--- src/rtl/cache_pkg.sv ---
// Shared cache-subsystem constants and the fill controller state type.
// Also consumed by the cache arrays and the main-memory model.
package cache_pkg;
    localparam int LINE_WORDS  = 8;
    localparam int OFFSET_W    = $clog2(LINE_WORDS);
    localparam int MEM_LATENCY = 4;

    typedef enum logic {
        IDLE = 1'b0,
        FILL = 1'b1
    } fill_state_t;
endpackage

--- src/rtl/cache_fill_counter.sv ---
// Up-counter with synchronous clear and enable; clear has priority over enable.
module cache_fill_counter #(
    parameter int W = 4
) (
    input  logic         clk,
    input  logic         rst_n,
    input  logic         clr,
    input  logic         en,
    output logic [W-1:0] cnt
);
    always_ff @(posedge clk or negedge rst_n) begin
        if (!rst_n)   cnt <= '0;
        else if (clr) cnt <= '0;
        else if (en)  cnt <= cnt + W'(1);
    end
endmodule

--- src/rtl/dff.sv ---
// Generic register cell with asynchronous active-low reset to a parameterised value.
module dff #(
    parameter int             W       = 1,
    parameter logic [W-1:0]   RST_VAL = '0
) (
    input  logic         clk,
    input  logic         rst_n,
    input  logic [W-1:0] d,
    output logic [W-1:0] q
);
    always_ff @(posedge clk or negedge rst_n) begin
        if (!rst_n) q <= RST_VAL;
        else        q <= d;
    end
endmodule

--- src/rtl/cache_fill_fsm.sv ---
// Cache miss fill controller: stalls the pipeline, streams one line from main memory
// into the data array with issue and receive overlapped, then writes the tag.
module cache_fill_fsm #(
    parameter int ADDR_WIDTH = 16,
    parameter int DATA_WIDTH = 16,
    parameter int LINE_WORDS = 8
) (
    input  logic                            clk,
    input  logic                            rst_n,
    input  logic                            miss_detected,
    input  logic [ADDR_WIDTH-1:0]           miss_address,
    input  logic                            memory_data_valid,
    input  logic [DATA_WIDTH-1:0]           memory_data_out,
    output logic                            fsm_busy,
    output logic                            mem_read,
    output logic [ADDR_WIDTH-1:0]           memory_address,
    output logic                            write_data_array,
    output logic [$clog2(LINE_WORDS)-1:0]   cache_word_offset,
    output logic [DATA_WIDTH-1:0]           cache_write_data,
    output logic                            write_tag_array,
    output logic [ADDR_WIDTH-1:0]           fill_line_address
);
    import cache_pkg::fill_state_t;
    import cache_pkg::IDLE;
    import cache_pkg::FILL;

    localparam int OW = $clog2(LINE_WORDS);
    localparam int CW = OW + 1;
    // Byte offset within a line of 16-bit words spans OW+1 bits.
    localparam logic [ADDR_WIDTH-1:0] LINE_MASK = ADDR_WIDTH'(2 * LINE_WORDS - 1);

    fill_state_t           state, state_nx;
    logic [0:0]            state_q, state_d;
    logic [CW-1:0]         issue_cnt, recv_cnt;
    logic [ADDR_WIDTH-1:0] line_base;
    logic                  in_fill, issuing, recv_last;

    assign state_d = state_nx;
    assign state   = fill_state_t'(state_q);

    dff #(.W(1), .RST_VAL(1'b0)) u_state (
        .clk   (clk),
        .rst_n (rst_n),
        .d     (state_d),
        .q     (state_q)
    );

    assign in_fill   = (state == FILL);
    assign issuing   = in_fill && (issue_cnt < CW'(LINE_WORDS));
    assign recv_last = in_fill && memory_data_valid && (recv_cnt == CW'(LINE_WORDS - 1));

    // Counters are held cleared in IDLE so they start at zero on the first FILL cycle.
    cache_fill_counter #(.W(CW)) u_issue_cnt (
        .clk   (clk),
        .rst_n (rst_n),
        .clr   (!in_fill),
        .en    (issuing),
        .cnt   (issue_cnt)
    );

    cache_fill_counter #(.W(CW)) u_recv_cnt (
        .clk   (clk),
        .rst_n (rst_n),
        .clr   (!in_fill),
        .en    (in_fill && memory_data_valid),
        .cnt   (recv_cnt)
    );

    always_ff @(posedge clk or negedge rst_n) begin
        if (!rst_n)
            line_base <= '0;
        else if (!in_fill && miss_detected)
            line_base <= miss_address & ~LINE_MASK;
    end

    assign fill_line_address = line_base;

    always_comb begin
        state_nx          = state;
        fsm_busy          = 1'b0;
        mem_read          = 1'b0;
        memory_address    = '0;
        write_data_array  = 1'b0;
        cache_word_offset = '0;
        cache_write_data  = '0;
        write_tag_array   = 1'b0;
        case (state)
            IDLE: begin
                fsm_busy = miss_detected;
                if (miss_detected) state_nx = FILL;
            end
            FILL: begin
                fsm_busy = 1'b1;
                if (issuing) begin
                    mem_read       = 1'b1;
                    // Low line bits of line_base are zero, so OR never carries past the offset.
                    memory_address = line_base | ADDR_WIDTH'({issue_cnt[OW-1:0], 1'b0});
                end
                if (memory_data_valid) begin
                    write_data_array  = 1'b1;
                    cache_word_offset = recv_cnt[OW-1:0];
                    cache_write_data  = memory_data_out;
                end
                if (recv_last) begin
                    write_tag_array = 1'b1;
                    state_nx        = IDLE;
                end
            end
            default: state_nx = IDLE;
        endcase
    end
endmodule
--- config.mk ---
export PLATFORM = sky130hd
export DESIGN_NAME = cache_fill_fsm
export DESIGN_NICKNAME = d
export VERILOG_FILES = /design/src/rtl/cache_pkg.sv /design/src/rtl/cache_fill_counter.sv /design/src/rtl/dff.sv /design/src/rtl/cache_fill_fsm.sv
export SDC_FILE = /design/constraint.sdc
export NUM_CORES = 1
export LEC_CHECK = 0
export ABC_CLOCK_PERIOD_IN_PS = 3150
export CAP_MARGIN = 40
export CORE_MARGIN = 2
export CORE_UTILIZATION = 38
export DETAILED_ROUTE_END_ITERATION = 10
export DONT_BUFFER_PORTS = 1
export SLEW_MARGIN = 20
export SYNTH_ARGS = -nofsm -noshare
export SYNTH_HDL_FRONTEND = slang
export SYNTH_SLANG_ARGS = --single-unit
--- constraint.sdc ---
create_clock -name clk -period 3.15 [get_ports clk]
set_input_delay 0.945 -clock clk [delete_from_list [all_inputs] [get_ports clk]]
set_output_delay 0.945 -clock clk [all_outputs]
set_load 0.005 [all_outputs]
Word level (Yosys, flattened, before mapping)
Cells that the tools add are included.

Bits in registers: 21. Latch bits: 0. Bits in writable memories: 0. Memory bits (read-only): 0. Memories kept: 0.

$add $sub $neg: 2. Multipliers: 0. Divide/modulo/power cells: 0. Order comparisons: 1. Eq/ne operators: 3. Shift-type cells: 0. Muxes and demuxes: 20. Bitwise operators: 2. Reductions and logical operators: 5.

Operator list (count): $mux 16 (4); $mux 4 (4); $or 16x4->16 (1); $add 4x1->4 const B (2); $mux 1 (8); $mux 3 (2); $eq 4x3->1 const B (1); $logic_and 1x1->1 (4); $lt 4x4->1 const B (1); $pmux 1 s2 (2); $ne 2x1->1 const B (1); $ne 2x2->1 const B (1); $logic_not 1->1 (1); $not 1->1 (1).

Depth between registers and ports, before layout
Gate-level depths: netlist of run 1.

Word-level depth: 4. Mapped depth: 4. Gate-level depth less buffers: 4.

Hierarchy
From an unflattened synthesis of run 1, not the netlist that was laid out.

Cell total of the unflattened synthesis: 112. Area total of the unflattened synthesis: 1229.9 µm².

Modules (own cells, without submodules): cache_fill_fsm (instances 1, cells an instance 79, area an instance 819.5 µm², sequential area each 300.3 µm²); cache_fill_counter (instances 2, cells an instance 16, area an instance 192.7 µm², sequential area each 100.1 µm²); dff (instances 1, cells an instance 1, area an instance 25.0 µm², sequential area each 25.0 µm²).

Worst setup path after synthesis of run 1
No wires, ideal clock.

Path type: in2out. Start point: input port memory_data_valid. End point: output port cache_word_offset[0]. Arrival time: 1.299 ns. Required time: 2.205 ns. Path slack: 0.906 ns. Stages on the path: 2. Path through: clkbuf_1 > and3_1.

Cells in the longest elaborated chain, start to end: 2.

Ends and longest elaborated chain: start, declared (RTL line cache_fill_fsm.sv:12) `input logic memory_data_valid,`; $mux 3 (RTL line cache_fill_fsm.sv:99) `if (memory_data_valid) begin`; $mux 3 (RTL line cache_fill_fsm.sv:87) `case (state)`; end, declared (RTL line cache_fill_fsm.sv:18) `output logic [$clog2(LINE_WORDS)-1:0] cache_word_offset,`.

Every way passes these cells.

Worst setup path in the final report of run 1
Start point: register u_issue_cnt.cnt[3]. End point: output port memory_address[8].

Cells in the longest elaborated chain, start to end: 4.

Ends and longest elaborated chain: start, declared (RTL line cache_fill_counter.sv:9) `output logic [W-1:0] cnt`; start signal, assigned (RTL line cache_fill_counter.sv:14) `else if (en) cnt <= cnt + W'(1);`; $lt 4x4->1 (RTL line cache_fill_fsm.sv:49) `assign issuing = in_fill && (issue_cnt < CW'(LINE_WORDS));`; $logic_and 1x1->1 (RTL line cache_fill_fsm.sv:49); $mux 16 (RTL line cache_fill_fsm.sv:94) `if (issuing) begin`; $mux 16 (RTL line cache_fill_fsm.sv:87); end, declared (RTL line cache_fill_fsm.sv:16) `output logic [ADDR_WIDTH-1:0] memory_address,`.

Every way passes these cells.

==> reports/results.txt, run 1 <==
port bufs = 0
top cell type's share of synthesized area = 0.439
final count of pins violating max slew = 0
wire per inst = 14.8 um
Top FF cell, synth = dfrtp_1
number of enable flip-flop cells after synthesis = 0
initial antenna violation count = 0
CP arrival = 1460 ps
Power, Total = 1.12 mW
max_slew headroom = 0.640
Core Region = 0.00303 mm2
asr flop ratio synth = 1.00
initial DRC count = 44
Post-Syn Area = 0.00120 mm2
total wire length = 2220 um
status = finished, final reports clean
Detail Route Antenna Nets = 0
Fin. Hold Viols = 0
Clock Latency Late Sink = 300 ps
Die X = 60.1 um
CTS clk-pin slew, worst paths = 120 ps
worst r2r src = u_state.q
# clock sinks = 21
Hold/Removal Path Class = input port to async pin
gr ovfl total = 0
post-synth top area cell = dfrtp_1
first-pass GRT wire length = 3110 um
diode count = 0
Power Density = 902 mW/mm2
Rows = 20
RSZ-0062 raised after global routing = false
H-tree levels = 1
crit path max fanout = 16
Setup Viol. Count Final = 0
Hold Buf Count CTS = 0
clk_skew = 9.05 ps
Initial Util = 0.395
TritonCTS Buffers = 3
pin count of the biggest net entering global routing = 31
HPWL after DPL = 1600 um
Peak VDD IR = 290 uV
Worst Setup End Kind = output pin
count of warnings emitted by yosys = 0
Synth cell types = 24
fmax = 416 MHz
leading post-synthesis cells by cell area = dfrtp_1 (44%), mux2_4 (13%), and2_1 (11%)
Root Driver = clkbuf_4
Post CTS Setup Buffer Count = 0
synth cell count leaders = and2_1 (21), dfrtp_1 (21), and3_1 (19), mux2_4 (10), buf_4 (5)
critical path type = flop to output pin
crit share post-route = 0.764
measured slew at the worst slew-check pin = 537 ps
residual DRC count = 0
Gate Count Post-Synth = 108
FF+latch count, synth = 21
DR pass1 iterations = 2
register area share after synthesis = 0.439
die height = 60.1 um
vias = 753
area delta synth->final = 3.24%
P_leak = 0.596 nW
# IOs = 91
CP Launch Point = u_issue_cnt.cnt[3]
Synth Area per Inst = 11.1 um2
vias in the first global route = 715
Avg Vias per Cell = 5.02
share of cells above drive strength 1 = 0.189
Total GRT Usage = 0.117
Crit path required time = 2200 ps
Layout Nets = 145
max cap viols = 0
total die area = 0.00362 mm2
CTS tree = yes
post-CTS sizing = 0
post-route setup TNS = 0 ps
Max Buffers Root-to-Sink = 2
Min Clock Period, post-route = 2410 ps
Setup crit start kind = flop
RD Place Congestion = 0.688
## sequential cells by signal, indices dropped and copies added (netlist names)
| name | count |
|---|---|
| u_recv_cnt.cnt | 4 |
| fill_line_address | 12 |
| u_state.q | 1 |
| u_issue_cnt.cnt | 4 |
## worst max-delay path, stage by stage (launching register included)
cell	delay [ps]
dfrtp_1	460
nor2b_2	470
and2_1	230
## final cells by class
| type | instances | area [um2] |
|---|---|---|
| timing repair buffer | 2 | 18.8 |
| multi-input combinational | 78 | 606 |
| inverter | 1 | 3.75 |
| sequential | 21 | 526 |
| clock buffer | 3 | 22.5 |
| clock inverter | 1 | 5.00 |
| tap | 44 | 55.1 |
| fill | 293 | 1790 |
## layout by cell type (no fill, tap or decap), drive strengths merged
cell type  instances
a31oi              1
and2              21
and3              19
and3b              1
buf                2
clkbuf             3
clkinv             1
conb               5
dfrtp             21
ha                 2
inv                1
mux2              12
mux2i              2
nand2              1
nand2b             1
nand4              1
nor2               2
nor2b              5
xnor2              4
xor2               1
## final timing paths
kind	endpoint	slack, ps	depth (start not counted)
worst min-delay path	fill_line_address[6]	320	0
max in group asynchronous	fill_line_address[14]	2750	0
worst max register to register	fill_line_address[14]	1700	4
min in group clk	fill_line_address[10]	570	1
worst max-delay path	memory_address[8]	740	2
worst min register to register	fill_line_address[10]	570	1
## metal layers
layer	wire length, um	vias up	global-route usage
met5	0	-	0
met4	17	0	0.0571
met3	170	2	0.0238
met2	1090	56	0.196
met1	940	353	0.141
li1	-	342	-
## per-stage QoR
step	utilization	cells	instance area (um2)	setup WS [ps]	hold slack (ps)
after floorplan	-	112	1210	906	520
after global placement	0.395	145	1200	877	542
after detailed placement	0.395	145	1200	876	537
after CTS	0.405	149	1220	701	299
after global routing	0.408	150	1240	613	289
final	0.408	150	1240	743	316
## kinds of logic (layout without fill, tap and decap cells)
logic type,count (synthesis),count (layout),share of synthesized area
AO/OA/AOI/OAI,1,1,0.00523
other,1,5,0.00313
multiplexers,14,14,0.161
XOR/XNOR,5,5,0.0366
buffers and inverters,13,7,0.0679
AND/OR/NAND/NOR,51,51,0.266
flip-flops,21,21,0.439
adder cells (fa/ha/maj),2,2,0.0209
## where the power goes
part / total [mW] / internal [mW] / switching (mW)
Clock: 0.128 / 0.0473 / 0.0808
Sequential: 0.530 / 0.403 / 0.127
Combinational: 0.458 / 0.268 / 0.189
Total: 1.12 / 0.718 / 0.397
(Power assumes the default switching activity.)
==> run 2, diff against run 1 <==
- ABC_AREA: default -> 1
- ABC_CLOCK_PERIOD_IN_PS: 3150 -> 2300
- clock period: 3.15 -> 2.3 ns (I/O delays scaled with it)
==> reports/results.txt, run 2 <==
max cap viols = 0
HPWL after DPL = 1970 um
Core Region = 0.00310 mm2
final count of pins violating max slew = 0
Hold Slack = 58.2 ps
Detail Route Antenna Nets = 0
CTS clk-pin slew, worst paths = 120 ps
combinational share of power = 0.421
status = finished, final reports clean
register area share after synthesis = 0.419
residual DRC count = 0
dpl cells = 201
clock power share = 0.123
# IOs = 91
Avg Vias per Cell = 4.60
Root Driver = clkbuf_4
Total GRT Usage = 0.134
Hold/Removal Path Class = input port to async pin
# fillers = 337
count of warnings emitted by yosys = 0
clk_skew = 3.69 ps
Worst Setup End Kind = output pin
diode count = 0
Min Clock Period, post-route = 2100 ps
asr flop ratio synth = 1.00
post-CTS sizing = 0
area delta synth->final = 1.20%
internal power = 0.819 mW
port bufs = 0
net switching fraction of the power = 0.450
Power Density = 1170 mW/mm2
Setup Viol. Count Final = 0
wire per inst = 12.1 um
top cell type's share of synthesized area = 0.419
Crit path required time = 1610 ps
synth cell count leaders = nor2_1 (42), inv_1 (39), dfrtp_1 (21), a21oi_2 (12), nand2_1 (11)
share of cells above drive strength 1 = 0.193
Initial Util = 0.404
most frequent cells in the layout = nor2_1 (42), inv_1 (39), dfrtp_1 (21)
RD Place Congestion = 0.722
crit share post-route = 0.912
Peak VDD IR = 431 uV
pin count of the biggest net entering global routing = 25
FF+latch count, synth = 21
H-tree levels = 1
post-synth top area cell = dfrtp_1
fmax = 477 MHz
initial antenna violation count = 0
Placed Area = 0.00124 mm2
Fin. Hold Viols = 0
CP arrival = 1410 ps
Layout Nets = 200
Setup crit start kind = flop
Flop pwr share = 0.457
max reg flops = 12
total wire length = 2480 um
Top FF cell, synth = dfrtp_1
vias = 943
Sw Pwr = 0.669 mW
vias in the first global route = 843
RSZ-0062 raised after global routing = false
Max Buffers Root-to-Sink = 2
Gate Count Post-Synth = 163
Hold Buf Count CTS = 0
Rows = 20
Post CTS Setup Buffer Count = 0
crit path max fanout = 16
Die X = 61.4 um
Synth cell types = 22
P_leak = 0.708 nW
number of enable flip-flop cells after synthesis = 0
final non-filler cell total = 205
most frequent cell after synthesis = nor2_1
finished layout cell area = 0.00127 mm2
gr ovfl total = 0
Post-Syn Area = 0.00125 mm2
TritonCTS Buffers = 3
Synth Area per Inst = 7.69 um2
Clock Latency Late Sink = 300 ps
total die area = 0.00377 mm2
first-pass GRT wire length = 3620 um
initial DRC count = 53
final core utilization = 0.409
# clock sinks = 21
post-route setup TNS = 0 ps
CTS tree = yes
critical path type = flop to output pin
die height = 61.4 um
DR pass1 iterations = 4
commonest non-fill, non-tap cell in the layout = nor2_1
leading post-synthesis cells by cell area = dfrtp_1 (42%), nor2_1 (13%), inv_1 (12%)
run 2: cell types whose count changed after synthesis, sizes merged, moves of 6 or more:
cell   previous run  this run
a21oi             0        14
and2             21         0
and3             19         0
inv               1        40
mux2             12         0
nand2             1        14
nor2              2        50
o21ai             0         6
run 2: through the flow:
stage | power (mW) | worst slack [ps]
6_report | 1.49 | 203
5_1_grt | 1.67 | 48.4
4_1_cts | 1.52 | 159
3_5_place_dp | 1.33 | 546
3_3_place_gp | 1.30 | 536
2_1_floorplan | 1.23 | 592
run 2: worst paths after layout:
path	depth (start not counted)	to	slack (ps)	from
max	2	memory_address[3]	200	u_state.q
min in group clk	2	fill_line_address[12]	520	miss_address[12]
min	0	u_issue_cnt.cnt[2]	60	rst_n
min reg2reg	2	u_issue_cnt.cnt[2]	540	u_issue_cnt.cnt[2]
max reg2reg	4	u_issue_cnt.cnt[3]	980	u_state.q
max in group asynchronous	0	fill_line_address[5]	2170	rst_n
run 2: logic make-up after synthesis:
family,Yosys count,share of synthesized area
adders and majority gates,2,0.0200
DFF,21,0.419
AOI/OAI and AO/OA,20,0.122
buffers and inverters,50,0.190
other,1,0.00299
and+or+nand+nor,69,0.247
run 2: worst max-delay path, stage by stage, from the launching register on:
cell,delay [ps]
dfrtp_1,590
nand2_2,280
nor2_1,230
run 2: area by class of cell:
type | count | area, um2 | share of cell area
clock buffer | 3 | 22.5 | 0.0178
clock inverter | 1 | 7.51 | 0.00592
inverter | 40 | 153 | 0.120
tap | 44 | 55.1 | 0.0434
sequential | 21 | 526 | 0.414
multi-input combinational | 96 | 505 | 0.398
run 2: layer usage:
| metal | GRT usage | vias up | share of wire |
|---|---|---|---|
| met5 | 0 | - | 0 |
| met4 | 0.0365 | 0 | 0.0032 |
| met3 | 0.0693 | 2 | 0.11 |
| met2 | 0.240 | 57 | 0.54 |
| met1 | 0.137 | 424 | 0.34 |
| li1 | - | 460 | - |
run 2: power by group through the flow:
stage	clock, mW	sequential [mW]	combinational (mW)
final	0.183	0.679	0.626
after global routing	0.216	0.715	0.737
after CTS	0.197	0.685	0.642
after detailed placement	0	0.687	0.646
after global placement	0	0.689	0.612
after floorplan	0	0.650	0.575
